<file path="src/rtl/intr_ctrl.sv">
// Interrupt request controller: sticky causes, mask, lowest-index priority,
// req/ack/done handshake to the sequencer, plus the blocked-external timeout cause.
module intr_ctrl #(
  parameter int NINTR   = 32,
  parameter int EXT_IDX = 29,
  parameter int TO_IDX  = 26,
  parameter int TIMEOUT = 1024
) (
  input  logic             clk,
  input  logic             reset,
  input  logic [NINTR-1:0] i_req,
  input  logic [NINTR-1:0] i_clr,
  input  logic             i_mask_wr,
  input  logic [NINTR-1:0] i_mask,
  input  logic             i_ext_block,
  input  logic             i_ack,
  input  logic             i_done,
  output logic             o_irq,
  output logic [4:0]       o_vec,
  output logic             o_busy,
  output logic [NINTR-1:0] o_pending,
  output logic [NINTR-1:0] o_mask
);
  localparam int CW = $clog2(TIMEOUT + 1);

  typedef enum logic [1:0] {IDLE, REQ, SERVICE} state_t;

  state_t           state, state_nx;
  logic [NINTR-1:0] pending, mask, pend_nx, elig, ack_clear, to_set;
  logic [CW-1:0]    to_cnt;
  logic [4:0]       vec, sel;
  logic             to_run, to_fire, ack_take, withdraw;

  // Timeout counts only while the external cause is both pending and blocked.
  assign to_run  = i_ext_block && pending[EXT_IDX];
  assign to_fire = to_run && (to_cnt == CW'(TIMEOUT - 1));

  always_ff @(posedge clk) begin
    if (reset)       to_cnt <= '0;
    else if (to_fire) to_cnt <= '0;
    else if (to_run)  to_cnt <= to_cnt + CW'(1);
    else              to_cnt <= '0;
  end

  always_comb begin
    to_set         = '0;
    to_set[TO_IDX] = to_fire;
  end

  assign ack_take = (state == REQ) && i_ack;

  always_comb begin
    ack_clear      = '0;
    ack_clear[vec] = ack_take;
  end

  // Sets are OR'd in last so a same-cycle set beats any clear.
  assign pend_nx = (pending & ~i_clr & ~ack_clear) | i_req | to_set;

  always_ff @(posedge clk) begin
    if (reset) begin
      pending <= '0;
      mask    <= '0;
    end else begin
      pending <= pend_nx;
      if (i_mask_wr) mask <= i_mask;
    end
  end

  always_comb begin
    elig = pending & ~mask;
    if (i_ext_block) elig[EXT_IDX] = 1'b0;
  end

  always_comb begin
    sel = '0;
    for (int i = NINTR - 1; i >= 0; i--)
      if (elig[i]) sel = 5'(i);
  end

  assign withdraw = !pend_nx[vec] || mask[vec];

  always_ff @(posedge clk) begin
    if (reset)                       vec <= '0;
    else if (state == IDLE && |elig) vec <= sel;
  end

  always_ff @(posedge clk) begin
    if (reset) state <= IDLE;
    else       state <= state_nx;
  end

  always_comb begin
    state_nx = state;
    case (state)
      IDLE:    if (|elig) state_nx = REQ;
      REQ:     if (i_ack) state_nx = SERVICE;
               else if (withdraw) state_nx = IDLE;
      SERVICE: if (i_done) state_nx = IDLE;
      default: state_nx = IDLE;
    endcase
  end

  always_comb begin
    o_irq     = (state == REQ);
    o_busy    = (state == SERVICE);
    o_vec     = vec;
    o_pending = pending;
    o_mask    = mask;
  end
endmodule

</file>
<file path="config.mk">
export PLATFORM = sky130hd
export DESIGN_NAME = intr_ctrl
export DESIGN_NICKNAME = d
export VERILOG_FILES = /design/src/rtl/intr_ctrl.sv
export SDC_FILE = /design/constraint.sdc
export NUM_CORES = 1
export LEC_CHECK = 0
export ABC_AREA = 1
export ABC_CLOCK_PERIOD_IN_PS = 2300
export BUFFER_PORTS_ARGS = -buffer_cell sky130_fd_sc_hd__buf_2
export CELL_PAD_IN_SITES_DETAIL_PLACEMENT = 2
export CELL_PAD_IN_SITES_GLOBAL_PLACEMENT = 2
export CORE_UTILIZATION = 24
export DETAILED_ROUTE_END_ITERATION = 10
export MAX_ROUTING_LAYER = met4
export PLACE_DENSITY = 0.89
export SETUP_SLACK_MARGIN = 0.5
export SYNTH_ARGS = -nofsm -noshare
export SYNTH_HDL_FRONTEND = slang
export SYNTH_SLANG_ARGS = --single-unit
</file>
<file path="constraint.sdc">
create_clock -name clk -period 2.3 [get_ports clk]
set_input_delay 0.345 -clock clk [delete_from_list [all_inputs] [get_ports clk]]
set_output_delay 0.345 -clock clk [all_outputs]
set_load 0.02 [all_outputs]
</file>
==> flow_summary_export.csv <==
group,metric,value,unit
status,outcome,"finished, violations left",
status,violations,"setup timing",
placement,dp_cells,1017,
routing,avgRoutedWirePerCell,18.8,um
routing,drt-initial-drc-count,195,
sta,finalSetupViolations,2,
critical_path,crit_required,2580,ps
pwr,clkPwrFrac,0.363,
final_layout,final_cell_area,5940,sq um
routing,drtPass1Iterations,4,
synthesis,syn_inst,605,
final_layout,n_antenna_cell,0,
pwr,power.switching,1.41,mW
grt,grt-ovfl-total,0,
floorplan,ioPinCount,173,
critical_path,crit_path_end_kind,"flop",
pwr,ir_worst_vdd,398,uV
synthesis,ys.warnings.count,0,
floorplan,core_area,16100,sq um
placement,dp_hpwl,14900,um
critical_path,path_max_fanout,3,
sta,worst_pin_slew,568,ps
sta,fin_skew,9.25,ps
clocking,h-tree-depth,3,
clocking,worstSkewPairLatency,350,ps
pwr,seqPwrFrac,0.372,
hold_path,hold_path_class,"in -> reg",
final_layout,instances_no_fill,1041,
final_layout,nFillCells,1955,
sta,layout_min_cycle_time,2500,ps
sta,drv_slew,0,
placement,place_area,5390,sq um
placement,gp_congestion,0.854,
floorplan,fp-row-count,46,
pwr,power.internal,2.87,mW
routing,wl,19600,um
grt,grt_usage,0.229,
critical_path,worst_ep_arrival_time,2780,ps
run,cap_violations,0,
sta,relSlewSlack,0.620,
clocking,cts_sinks,82,
floorplan,fp.dieW,131,um
grt,grt_pass1_wl,29600,um
pwr,switching_share,0.329,
clocking,cts-root-buf,"clkbuf_16",
synthesis,yosysUniqueCellTypes,37,
clocking,clkTransAtPathRegs,60,ps
critical_path,crit_path_frequent_cell,"nand2_1",
pwr,p_leak,2.94,nW
synthesis,synth_seq_cells,82,
synthesis,synth_seq_area_share,0.410,
final_layout,multi_input_comb_area,2140,sq um
floorplan,initial_core_util,0.249,
pwr,combPwrFrac,0.265,
clocking,tritoncts,"done",
grt,grt_antenna_before_repair,0,
critical_path,worstSetupPathType,"reg -> reg",
sta,rsz0062_at_grt,"yes",
critical_path,startpoint_type,"flop",
synthesis,synth.avg_cell_area,6.62,sq um
sta,max_freq,401,MHz
sta,timing.setup.tns,-274,ps
sta,fin_ws,-196,ps
floorplan,die_h,131,um
sta,finalCritPeriodShare,1.09,
sta,finalHoldViolCount,0,
pwr,power_density,720,nW/um^2
critical_path,slowest_stage,"dfxtp_4",
final_layout,drive_gt1_frac,0.352,
routing,drc,0,
grt,first_global_vias,5488,
routing,vias_per_cell,4.85,
routing,final_antenna_net_count,0,
routing,vias,5046,
synthesis,syn-num-nets,708,
synthesis,syn_area,4000,sq um
final_layout,area_growth,48.3,%
placement,numPortBuffers,172,
final_layout,regArea,1670,sq um
final_layout,nNetsFinal,924,
grt,grt_max_degree,37,
floorplan,dieArea,17200,sq um
clocking,numCtsBuffers,9,
clocking,clockBufferDepth,2,
critical_path,slowest_delay,350,ps
## final cells by class
cell class | instances | area share
Clock buffer | 12 | 0.0398
Sequential cell | 82 | 0.281
Multi-Input combinational cell | 421 | 0.361
Tap cell | 216 | 0.0455
Inverter | 88 | 0.0556
Clock inverter | 3 | 0.0110
Timing Repair Buffer | 219 | 0.206
## cell usage in the layout, fill, tap and decap left out, drive strengths merged
cell type,count
dfxtp,82
xor2,2
o21bai,1
or2,1
a31o,1
inv,87
a31oi,31
ha,1
nand3,7
a22oi,1
buf,219
a211oi,1
nor3,8
nor4,1
nor3b,1
o31ai,1
xnor2,1
o221ai,1
nand4,5
clkinv,2
a2111oi,1
nand3b,4
a22o,4
bufinv,2
o2111ai,1
a21oi,44
a221oi,5
o22ai,12
o211a,1
o21ai,47
nand2,152
nor2,86
clkbuf,12
## per-layer routing
metal	wire [um]	track usage	share of wire	vias to the layer above
li1	-	-	-	2420
met1	8690	0.269	0.44	2471
met2	9770	0.392	0.50	133
met3	829	0.0544	0.042	22
met4	294	0.0542	0.015	0
met5	0	-	0	-
## repair_timing
item	4_1_cts	5_1_grt
pin swaps	9	16
hold buffers	0	0
cloned	0	1
endpoints found under the setup margin	14	23
setup buffers	3	5
hold endpoints to repair	0	0
gates resized for setup	11	40
## metrics by stage
| stage | power (mW) | hold slack, ps | utilization | worst slack (ps) |
|---|---|---|---|---|
| floorplan | 2.16 | 418 | - | 292 |
| global placement | 2.62 | 430 | 0.336 | -153 |
| detailed placement | 2.67 | 449 | 0.336 | -205 |
| CTS | 4.26 | 208 | 0.357 | -151 |
| global route | 4.48 | 224 | 0.370 | -497 |
| finish | 4.28 | 218 | 0.370 | -196 |
## Yosys cell counts (all sizes together)
| library cell | count | area (sq um) |
|---|---|---|
| nand3 | 7 | 35.0 |
| clkbuf | 14 | 52.6 |
| o21bai | 1 | 7.51 |
| o31ai | 1 | 7.51 |
| buf | 1 | 5.00 |
| o2111ai | 1 | 8.76 |
| nor3b | 1 | 7.51 |
| xnor2 | 1 | 8.76 |
| a21oi | 44 | 224 |
| o22ai | 12 | 75.1 |
| clkinv | 1 | 3.75 |
| ha | 1 | 12.5 |
| a211oi | 1 | 7.51 |
| a22o | 4 | 35.0 |
| nor4 | 1 | 6.26 |
| or2 | 1 | 6.26 |
| a31oi | 31 | 194 |
| nand4 | 5 | 31.3 |
| a2111oi | 1 | 8.76 |
| a31o | 1 | 8.76 |
| dfxtp | 82 | 1640 |
| a22oi | 1 | 7.51 |
| xor2 | 2 | 17.5 |
| a221oi | 5 | 43.8 |
| o221ai | 1 | 8.76 |
| nor2 | 86 | 328 |
| nand3b | 4 | 30.0 |
| nor3 | 8 | 40.0 |
| o21ai | 47 | 235 |
| inv | 87 | 327 |
| nand2 | 151 | 569 |
| o211a | 1 | 10.0 |
## worst paths after layout
| check | to | depth (start not counted) | from | slack (ps) |
|---|---|---|---|---|
| min reg2reg | to_cnt[0]$_SDFF_PP0_ | 1 | to_cnt[0]$_SDFF_PP0_ | 440 |
| max | o_vec[0]$_SDFFE_PP0P_ | 33 | o_mask[31]$_SDFFE_PP0P_ | -200 |
| max reg2reg | o_vec[0]$_SDFFE_PP0P_ | 33 | o_mask[31]$_SDFFE_PP0P_ | -200 |
| min | o_pending[9]$_SDFF_PP0_ | 3 | i_req[9] | 220 |
## worst max-delay path: cells and delay by family, from the launching register on
family          cells  cell delay (ps)
simple gates       32             2000
compound gates      1              100
flops               1              350
## power groups by stage
stage | sequential, mW | clock, mW | combinational, mW
2_1_floorplan | 1.72 | 0 | 0.442
3_3_place_gp | 1.61 | 0 | 1.01
3_5_place_dp | 1.62 | 0 | 1.05
4_1_cts | 1.59 | 1.60 | 1.07
5_1_grt | 1.60 | 1.64 | 1.23
6_report | 1.59 | 1.55 | 1.13
## state kept, by name, indices dropped and copies added (netlist names)
| name | cells |
|---|---|
| to_cnt | 11 |
| o_pending | 32 |
| o_vec | 5 |
| o_mask | 32 |
| state | 2 |
## cells by family (layout without fill, tap and decap cells)
logic type,after synthesis,in the layout,synth area share
flip-flops,82,82,0.410
XOR/XNOR,3,3,0.00656
AO/OA/AOI/OAI,152,152,0.220
AND/OR/NAND/NOR,264,265,0.263
adder cells (fa/ha/maj),1,1,0.00312
buffers and inverters,103,322,0.0969
(Power assumes the default switching activity.)
